## src/rtl/axis_mem_port_frontend_if.sv

```systemverilog
// Client + crossbar-port signal bundle for one memory port front end.
// slave is the front end's view, master is the surrounding client/crossbar.
interface axis_mem_port_frontend_if #(
  parameter int DATA_WIDTH = 32,
  parameter int ADDR_WIDTH = 32,
  parameter int STRB_WIDTH = 4
);
  logic                  cmd_valid, cmd_ready, cmd_write;
  logic [ADDR_WIDTH-1:0] cmd_addr, cmd_beats;
  logic                  s_tvalid, s_tready;
  logic [DATA_WIDTH-1:0] s_tdata;
  logic [STRB_WIDTH-1:0] s_tstrb;
  logic                  m_tvalid, m_tready, m_tlast;
  logic [DATA_WIDTH-1:0] m_tdata;
  logic                  x_avalid, x_aready, x_arnw;
  logic [ADDR_WIDTH-1:0] x_aaddr, x_abeats;
  logic                  x_wvalid, x_wready, x_wlast;
  logic [DATA_WIDTH-1:0] x_wdata;
  logic [STRB_WIDTH-1:0] x_wstrb;
  logic                  x_rvalid, x_rready, x_rlast;
  logic [DATA_WIDTH-1:0] x_rdata;
  logic                  done, error;

  modport slave (
    input  cmd_valid, cmd_write, cmd_addr, cmd_beats, s_tvalid, s_tdata, s_tstrb,
           m_tready, x_aready, x_wready, x_rvalid, x_rdata, x_rlast,
    output cmd_ready, s_tready, m_tvalid, m_tdata, m_tlast, x_avalid, x_arnw,
           x_aaddr, x_abeats, x_wvalid, x_wdata, x_wstrb, x_wlast, x_rready, done, error
  );

  modport master (
    output cmd_valid, cmd_write, cmd_addr, cmd_beats, s_tvalid, s_tdata, s_tstrb,
           m_tready, x_aready, x_wready, x_rvalid, x_rdata, x_rlast,
    input  cmd_ready, s_tready, m_tvalid, m_tdata, m_tlast, x_avalid, x_arnw,
           x_aaddr, x_abeats, x_wvalid, x_wdata, x_wstrb, x_wlast, x_rready, done, error
  );
endinterface

```

## src/rtl/axis_mem_port_frontend.sv

```systemverilog
// Single-command front end for one crossbar port: address request, write pass-through,
// read data buffered in a first-word-fall-through FIFO with a generated last tag.
module axis_mem_port_frontend #(
  parameter int DATA_WIDTH      = 32,
  parameter int ADDR_WIDTH      = 32,
  parameter int STRB_WIDTH      = 4,
  parameter int FIFO_DEPTH_LOG2 = 4
) (
  input  logic                      aclk,
  input  logic                      resetn,
  axis_mem_port_frontend_if.slave   bus
);
  localparam int L     = FIFO_DEPTH_LOG2;
  localparam int DEPTH = 1 << L;
  localparam logic [ADDR_WIDTH-1:0] CNT_ONE = 1;
  localparam logic [L-1:0]          PTR_ONE = 1;
  localparam logic [L:0]            OCC_ONE = 1;

  typedef enum logic [2:0] {IDLE, ADDR, WRITE, READ, DONE} state_t;
  state_t state, state_nxt;

  logic [ADDR_WIDTH-1:0] addr_q, beats_q, cnt;
  logic                  wr_q, err_q;
  logic [DATA_WIDTH:0]   mem [DEPTH];
  logic [L-1:0]          wr_ptr, rd_ptr;
  logic [L:0]            occ;
  logic                  full, empty, push, pop, wr_hs, last_beat;

  assign last_beat = (cnt == beats_q - CNT_ONE);
  assign full      = occ[L];
  assign empty     = (occ == '0);
  assign push      = bus.x_rvalid && bus.x_rready;
  assign pop       = bus.m_tvalid && bus.m_tready;
  assign wr_hs     = bus.x_wvalid && bus.x_wready;

  assign bus.x_arnw   = wr_q;
  assign bus.x_aaddr  = addr_q;
  assign bus.x_abeats = beats_q;
  assign bus.error    = err_q;
  assign bus.x_wdata  = bus.s_tdata;
  assign bus.x_wstrb  = bus.s_tstrb;
  assign bus.m_tvalid = !empty;
  assign bus.m_tdata  = mem[rd_ptr][DATA_WIDTH-1:0];
  assign bus.m_tlast  = !empty && mem[rd_ptr][DATA_WIDTH];

  always_comb begin
    state_nxt     = state;
    bus.cmd_ready = 1'b0;
    bus.x_avalid  = 1'b0;
    bus.x_wvalid  = 1'b0;
    bus.s_tready  = 1'b0;
    bus.x_wlast   = 1'b0;
    bus.x_rready  = 1'b0;
    bus.done      = 1'b0;
    case (state)
      IDLE: begin
        bus.cmd_ready = 1'b1;
        if (bus.cmd_valid) state_nxt = (bus.cmd_beats == '0) ? DONE : ADDR;
      end
      ADDR: begin
        bus.x_avalid = 1'b1;
        if (bus.x_aready) state_nxt = wr_q ? WRITE : READ;
      end
      WRITE: begin
        bus.x_wvalid = bus.s_tvalid;
        bus.s_tready = bus.x_wready;
        bus.x_wlast  = last_beat;
        if (bus.s_tvalid && bus.x_wready && last_beat) state_nxt = DONE;
      end
      READ: begin
        // stop accepting once every counted beat is in, so the counter never overruns
        bus.x_rready = !full && (cnt != beats_q);
        if (bus.m_tvalid && bus.m_tready && bus.m_tlast) state_nxt = DONE;
      end
      DONE: begin
        bus.done  = 1'b1;
        state_nxt = IDLE;
      end
      default: state_nxt = IDLE;
    endcase
  end

  always_ff @(posedge aclk) begin
    if (!resetn) begin
      state   <= IDLE;
      addr_q  <= '0;
      beats_q <= '0;
      cnt     <= '0;
      wr_q    <= 1'b0;
      err_q   <= 1'b0;
      wr_ptr  <= '0;
      rd_ptr  <= '0;
      occ     <= '0;
    end else begin
      state <= state_nxt;
      if (state == IDLE && bus.cmd_valid) begin
        addr_q  <= bus.cmd_addr;
        beats_q <= bus.cmd_beats;
        wr_q    <= bus.cmd_write;
        cnt     <= '0;
        err_q   <= (bus.cmd_beats == '0);
      end
      if (wr_hs) cnt <= cnt + CNT_ONE;
      if (push) begin
        cnt    <= cnt + CNT_ONE;
        wr_ptr <= wr_ptr + PTR_ONE;
        if (bus.x_rlast != last_beat) err_q <= 1'b1;
      end
      if (pop) rd_ptr <= rd_ptr + PTR_ONE;
      case ({push, pop})
        2'b10:   occ <= occ + OCC_ONE;
        2'b01:   occ <= occ - OCC_ONE;
        default: occ <= occ;
      endcase
    end
  end

  always_ff @(posedge aclk) begin
    if (push) mem[wr_ptr] <= {last_beat, bus.x_rdata};
  end
endmodule

```

## src/flat_wrapper.sv

```systemverilog
// flat-port wrapper written by rule: the top's interface ports become plain ports
module axis_mem_port_frontend_flat 
#(
  parameter int DATA_WIDTH      = 32,
  parameter int ADDR_WIDTH      = 32,
  parameter int STRB_WIDTH      = 4,
  parameter int FIFO_DEPTH_LOG2 = 4
)
  (aclk, resetn, bus_cmd_valid, bus_cmd_write, bus_cmd_addr, bus_cmd_beats, bus_s_tvalid, bus_s_tdata, bus_s_tstrb, bus_m_tready, bus_x_aready, bus_x_wready, bus_x_rvalid, bus_x_rdata, bus_x_rlast, bus_cmd_ready, bus_s_tready, bus_m_tvalid, bus_m_tdata, bus_m_tlast, bus_x_avalid, bus_x_arnw, bus_x_aaddr, bus_x_abeats, bus_x_wvalid, bus_x_wdata, bus_x_wstrb, bus_x_wlast, bus_x_rready, bus_done, bus_error);
  axis_mem_port_frontend_if #(.DATA_WIDTH(DATA_WIDTH), .ADDR_WIDTH(ADDR_WIDTH), .STRB_WIDTH(STRB_WIDTH)) bus_i ();
  input  logic aclk;
  input  logic resetn;
  input wire logic [$bits(bus_i.cmd_valid)-1:0] bus_cmd_valid;
  input wire logic [$bits(bus_i.cmd_write)-1:0] bus_cmd_write;
  input wire logic [$bits(bus_i.cmd_addr)-1:0] bus_cmd_addr;
  input wire logic [$bits(bus_i.cmd_beats)-1:0] bus_cmd_beats;
  input wire logic [$bits(bus_i.s_tvalid)-1:0] bus_s_tvalid;
  input wire logic [$bits(bus_i.s_tdata)-1:0] bus_s_tdata;
  input wire logic [$bits(bus_i.s_tstrb)-1:0] bus_s_tstrb;
  input wire logic [$bits(bus_i.m_tready)-1:0] bus_m_tready;
  input wire logic [$bits(bus_i.x_aready)-1:0] bus_x_aready;
  input wire logic [$bits(bus_i.x_wready)-1:0] bus_x_wready;
  input wire logic [$bits(bus_i.x_rvalid)-1:0] bus_x_rvalid;
  input wire logic [$bits(bus_i.x_rdata)-1:0] bus_x_rdata;
  input wire logic [$bits(bus_i.x_rlast)-1:0] bus_x_rlast;
  output wire logic [$bits(bus_i.cmd_ready)-1:0] bus_cmd_ready;
  output wire logic [$bits(bus_i.s_tready)-1:0] bus_s_tready;
  output wire logic [$bits(bus_i.m_tvalid)-1:0] bus_m_tvalid;
  output wire logic [$bits(bus_i.m_tdata)-1:0] bus_m_tdata;
  output wire logic [$bits(bus_i.m_tlast)-1:0] bus_m_tlast;
  output wire logic [$bits(bus_i.x_avalid)-1:0] bus_x_avalid;
  output wire logic [$bits(bus_i.x_arnw)-1:0] bus_x_arnw;
  output wire logic [$bits(bus_i.x_aaddr)-1:0] bus_x_aaddr;
  output wire logic [$bits(bus_i.x_abeats)-1:0] bus_x_abeats;
  output wire logic [$bits(bus_i.x_wvalid)-1:0] bus_x_wvalid;
  output wire logic [$bits(bus_i.x_wdata)-1:0] bus_x_wdata;
  output wire logic [$bits(bus_i.x_wstrb)-1:0] bus_x_wstrb;
  output wire logic [$bits(bus_i.x_wlast)-1:0] bus_x_wlast;
  output wire logic [$bits(bus_i.x_rready)-1:0] bus_x_rready;
  output wire logic [$bits(bus_i.done)-1:0] bus_done;
  output wire logic [$bits(bus_i.error)-1:0] bus_error;
  assign bus_i.cmd_valid = bus_cmd_valid;
  assign bus_i.cmd_write = bus_cmd_write;
  assign bus_i.cmd_addr = bus_cmd_addr;
  assign bus_i.cmd_beats = bus_cmd_beats;
  assign bus_i.s_tvalid = bus_s_tvalid;
  assign bus_i.s_tdata = bus_s_tdata;
  assign bus_i.s_tstrb = bus_s_tstrb;
  assign bus_i.m_tready = bus_m_tready;
  assign bus_i.x_aready = bus_x_aready;
  assign bus_i.x_wready = bus_x_wready;
  assign bus_i.x_rvalid = bus_x_rvalid;
  assign bus_i.x_rdata = bus_x_rdata;
  assign bus_i.x_rlast = bus_x_rlast;
  assign bus_cmd_ready = bus_i.cmd_ready;
  assign bus_s_tready = bus_i.s_tready;
  assign bus_m_tvalid = bus_i.m_tvalid;
  assign bus_m_tdata = bus_i.m_tdata;
  assign bus_m_tlast = bus_i.m_tlast;
  assign bus_x_avalid = bus_i.x_avalid;
  assign bus_x_arnw = bus_i.x_arnw;
  assign bus_x_aaddr = bus_i.x_aaddr;
  assign bus_x_abeats = bus_i.x_abeats;
  assign bus_x_wvalid = bus_i.x_wvalid;
  assign bus_x_wdata = bus_i.x_wdata;
  assign bus_x_wstrb = bus_i.x_wstrb;
  assign bus_x_wlast = bus_i.x_wlast;
  assign bus_x_rready = bus_i.x_rready;
  assign bus_done = bus_i.done;
  assign bus_error = bus_i.error;
  axis_mem_port_frontend #(.DATA_WIDTH(DATA_WIDTH), .ADDR_WIDTH(ADDR_WIDTH), .STRB_WIDTH(STRB_WIDTH), .FIFO_DEPTH_LOG2(FIFO_DEPTH_LOG2)) u_core (.aclk(aclk), .resetn(resetn), .bus(bus_i));
endmodule
```

## config.mk

```make
export PLATFORM = sky130hd
export DESIGN_NAME = axis_mem_port_frontend_flat
export DESIGN_NICKNAME = d
export VERILOG_FILES = /design/src/rtl/axis_mem_port_frontend_if.sv /design/src/rtl/axis_mem_port_frontend.sv /design/src/flat_wrapper.sv
export SDC_FILE = /design/constraint.sdc
export NUM_CORES = 1
export LEC_CHECK = 0
export CAP_MARGIN = 20
export CORE_MARGIN = 5
export CORE_UTILIZATION = 40
export DETAILED_ROUTE_END_ITERATION = 8
export PLACE_DENSITY = 0.58
export SYNTH_ARGS = -nofsm -noshare
export SYNTH_HDL_FRONTEND = slang
export SYNTH_SLANG_ARGS = --single-unit
export TNS_END_PERCENT = 20
```

## constraint.sdc

```tcl
create_clock -name aclk -period 6.46 [get_ports aclk]
set_input_delay 1.292 -clock aclk [delete_from_list [all_inputs] [get_ports aclk]]
set_output_delay 1.292 -clock aclk [all_outputs]
set_load 0.01 [all_outputs]
```

==> run metrics <==
share of the yosys chip area belonging to registers between 60 and 70%; launching element of the worst setup path u_core.bus.x_abeats[1]$_SDFFE_PN0P_; most common cell after layout, fill and taps aside sky130_fd_sc_hd__edfxtp_1; maximum fanout along the worst path 8; cell accounting for the most synthesized area sky130_fd_sc_hd__edfxtp_1; placer congestion estimate 0.876; Worst Skew 0.0246 ns; post-detailed-route count of antenna-violating nets 0; detailed placer's ending HPWL 38800 microns; areal power density over the cells 321 nW/um^2; signed area change from the synthesized netlist to the final layout 19.8%; count of unique library cells instantiated by Yosys 73; Clock Tree Root sky130_fd_sc_hd__clkbuf_16; worst supply voltage drop on vdd between 200 and 250 uV; CP Cell Sequence inv_1 > ha_1 > or4b_4 > nor4_4 > and2b_4 > mux2i_1 > o31ai_2 > a2111oi_2 > nand4b_1 > nor2_1 > clkdlybuf4s50_1; placement row count 94; wirelength, routed 63200 microns; TritonCTS clock tree yes; DR vias/cell 5.41; largest net degree at the start of global routing 70; net count of the mapped netlist 1769; synthesized area 26500 sq um; number of sinks driven by the clock tree 646; fill cell count ~5500; area of the die 71400 sq um; count of pins over their slew limit 0; critical path class reg -> out; clock-pin slew on the worst setup and hold paths 0.05 ns; final hold slack 0.455 ns; most common flop cell mapped by yosys sky130_fd_sc_hd__edfxtp_1; post-route minimum period 5.52 ns; Chip Width 267 microns; clock latency at the later pin of the worst-skew pair 0.61 ns; area of the core 65600 sq um; final worst-path cycle share a little under nine tenths; RSZ-0062 raised after global routing false; starting density of the core 40.3%; result of the run completed; end point of the critical path bus_x_wlast; Worst EP required 5.17 ns; worst reg2reg endpoint u_core.occ[4]$_SDFFE_PN0P_; final hold viol count 0; Routed WL per cell 23.2 microns; Synth async-reset ratio 0%; Final TNS setup 0 ns; number of buffers on the longest clock path 3; via count of the first global-routing pass 15500; EDFF count, synth 528; Final Net Count 1960; setup slack of the worst register-to-register path 2.74 ns; number of max-capacitance violations reported 0; Hold/Removal Path Class reg -> reg; Setup Fix Bufs, Post-CTS 0; Worst R2R Start u_core.cnt[19]$_SDFFE_PN0P_; Buffers & Inverters on Critical Path 2; total global routing track utilization 17.7%; Worst Setup End Kind output pin; Arrival @ worst endpoint 4.22 ns; synthesized area per cell around 16 sq um; Least-Margin Pin Slew slightly below 1 ns; final routed DRC violation total 0; first-pass GRT wire length 95900 microns; number of cells on the critical path 11; register bit total from synthesis 646; number of warnings issued by yosys 0; layout cells sized above 1 18.2%; number of vias after detailed routing 14700; depth of the CTS H-tree 3; count of cells resized by post-cts repair 0; Post-CTS Hold Fix Bufs 0; most used cells in the layout excluding fill and tap cells sky130_fd_sc_hd__edfxtp_1, sky130_fd_sc_hd__clkdlybuf4s50_1, sky130_fd_sc_hd__nand2_1; CTS buffer count 71; ports placed on the boundary 285; setup violation total in the final timing report 0; y dimension of the die 267 microns; maximum clock rate 181 MHz; R2R depth 15; top post-synthesis cells by area sky130_fd_sc_hd__edfxtp_1, sky130_fd_sc_hd__mux4_2, sky130_fd_sc_hd__dfxtp_1; count of routing violations after the opening detailed-route iteration 1053; category of the worst setup path launch point flip-flop; maximum single-stage delay on the critical path between 0.5 and 0.6 ns; first-pass iteration count of the detailed router 5; total design power a little over 10 mW; cell class contributing the biggest share of worst-path delay simple AND/OR/NAND/NOR gates; worst-path cell with the longest stage delay sky130_fd_sc_hd__or4b_4; static leakage between 9 and 10 nW; Port Buffer Count 212; initial antenna violation count 3; total congestion overflow 0; Relative slew margins approximately 34%; fraction of post-synthesis cell area in the top cell type by area roughly 60%; instance count of the mapped netlist 1615
## worst register-to-register path, stage by stage, from the launching register on
cell	delay, ns
sky130_fd_sc_hd__dfxtp_1	0.38
sky130_fd_sc_hd__xnor2_1	0.37
sky130_fd_sc_hd__nand4_1	0.17
sky130_fd_sc_hd__or4b_1	0.59
sky130_fd_sc_hd__o211a_1	0.24
sky130_fd_sc_hd__buf_4	0.20
sky130_fd_sc_hd__inv_1	0.12
sky130_fd_sc_hd__ha_1	0.24
sky130_fd_sc_hd__inv_1	0.10
sky130_fd_sc_hd__fa_1	0.40
sky130_fd_sc_hd__inv_1	0.07
sky130_fd_sc_hd__a21o_1	0.10
sky130_fd_sc_hd__a21oi_1	0.07
sky130_fd_sc_hd__xnor2_1	0.13
sky130_fd_sc_hd__or3_1	0.31
sky130_fd_sc_hd__a21oi_1	0.14
## layout make-up
class	count	area [sq um]	share of cell area, %
diodes	1	2.50	0.00789
clock buffers	90	1900	6.00
clock inverters	35	367	1.16
inverters	20	75.1	0.237
multi-input cells	821	7630	24.1
flip-flops and latches	646	18200	57.5
well taps	864	1080	3.41
repair buffers	246	2410	7.62
## sequential cells by signal (all words and copies together) (netlist names), named ones only
name                 count
u_core.mem             528
u_core.bus.x_aaddr      32
u_core.bus.x_abeats     32
u_core.cnt              32
u_core.occ               5
u_core.rd_ptr            4
u_core.wr_ptr            4
u_core.state             3
u_core.bus.error         1
u_core.bus.x_arnw        1
## metal layers
layer / track usage (%) / part of all wire, % / vias to the layer above / routed length [microns]
met3: 3.96 / 6.1 / 81 / 3870
met2: 30.0 / 50 / 420 / 31400
met5: 0 / 0.043 / - / 27
met4: 4.32 / 1.7 / 4 / 1050
met1: 23.5 / 42 / 7579 / 26900
li1: - / - / 6640 / -
## metrics by stage
step	utilization (%)	setup slack [ns]	cell area, sq um	instances
after floorplan	-	1.75	26500	1615
after global placement	44.8	1.63	29400	2596
after detailed placement	44.8	1.53	29400	2597
after CTS	48.3	0.893	31700	2722
after global routing	48.3	0.640	31700	2722
final	48.3	0.945	31700	2723
## kinds of logic (layout without fill, tap and decap cells)
logic type	count (synthesis)	count (layout)	share of synthesized area (%)
flops	646	646	68.9
compound gates	145	145	3.29
fa+ha+maj	12	12	0.596
simple gates	414	414	7.50
xor+xnor	67	67	2.25
buf+inv	148	391	2.72
other cells	0	1	0
mux	183	183	14.8
## worst min path at each step
stage	cells after the start	slack, ns	startpoint	to
6_report	2	0.45	u_core.bus.x_aaddr[29]$_SDFFE_PN0P_	u_core.bus.x_aaddr[29]$_SDFFE_PN0P_
2_1_floorplan	2	0.46	u_core.cnt[31]$_SDFFE_PN0P_	u_core.cnt[31]$_SDFFE_PN0P_
3_5_place_dp	2	0.45	u_core.bus.x_aaddr[12]$_SDFFE_PN0P_	u_core.bus.x_aaddr[12]$_SDFFE_PN0P_
5_1_grt	2	0.48	u_core.bus.x_aaddr[17]$_SDFFE_PN0P_	u_core.bus.x_aaddr[17]$_SDFFE_PN0P_
4_1_cts	2	0.46	u_core.bus.x_aaddr[12]$_SDFFE_PN0P_	u_core.bus.x_aaddr[12]$_SDFFE_PN0P_
3_3_place_gp	2	0.44	u_core.bus.x_aaddr[12]$_SDFFE_PN0P_	u_core.bus.x_aaddr[12]$_SDFFE_PN0P_
## power by group
part | internal [mW] | switching, mW
Combinational | 0.711 | 0.791
Sequential | 4.60 | 0.135
Clock | 2.33 | 1.60
## synthesized netlist by cell type (17+ instances only)
cell type	instances
sky130_fd_sc_hd__mux4_2	165
sky130_fd_sc_hd__inv_1	19
sky130_fd_sc_hd__nand2_1	179
sky130_fd_sc_hd__clkbuf_1	66
sky130_fd_sc_hd__xnor2_1	36
sky130_fd_sc_hd__xor2_1	30
sky130_fd_sc_hd__a21oi_1	89
sky130_fd_sc_hd__edfxtp_1	528
sky130_fd_sc_hd__nand3_1	26
sky130_fd_sc_hd__nor4_1	18
sky130_fd_sc_hd__nand4_1	17
sky130_fd_sc_hd__nor2_1	86
sky130_fd_sc_hd__buf_4	37
sky130_fd_sc_hd__dfxtp_1	118
Note: power is estimated with default switching activity, not from simulation.
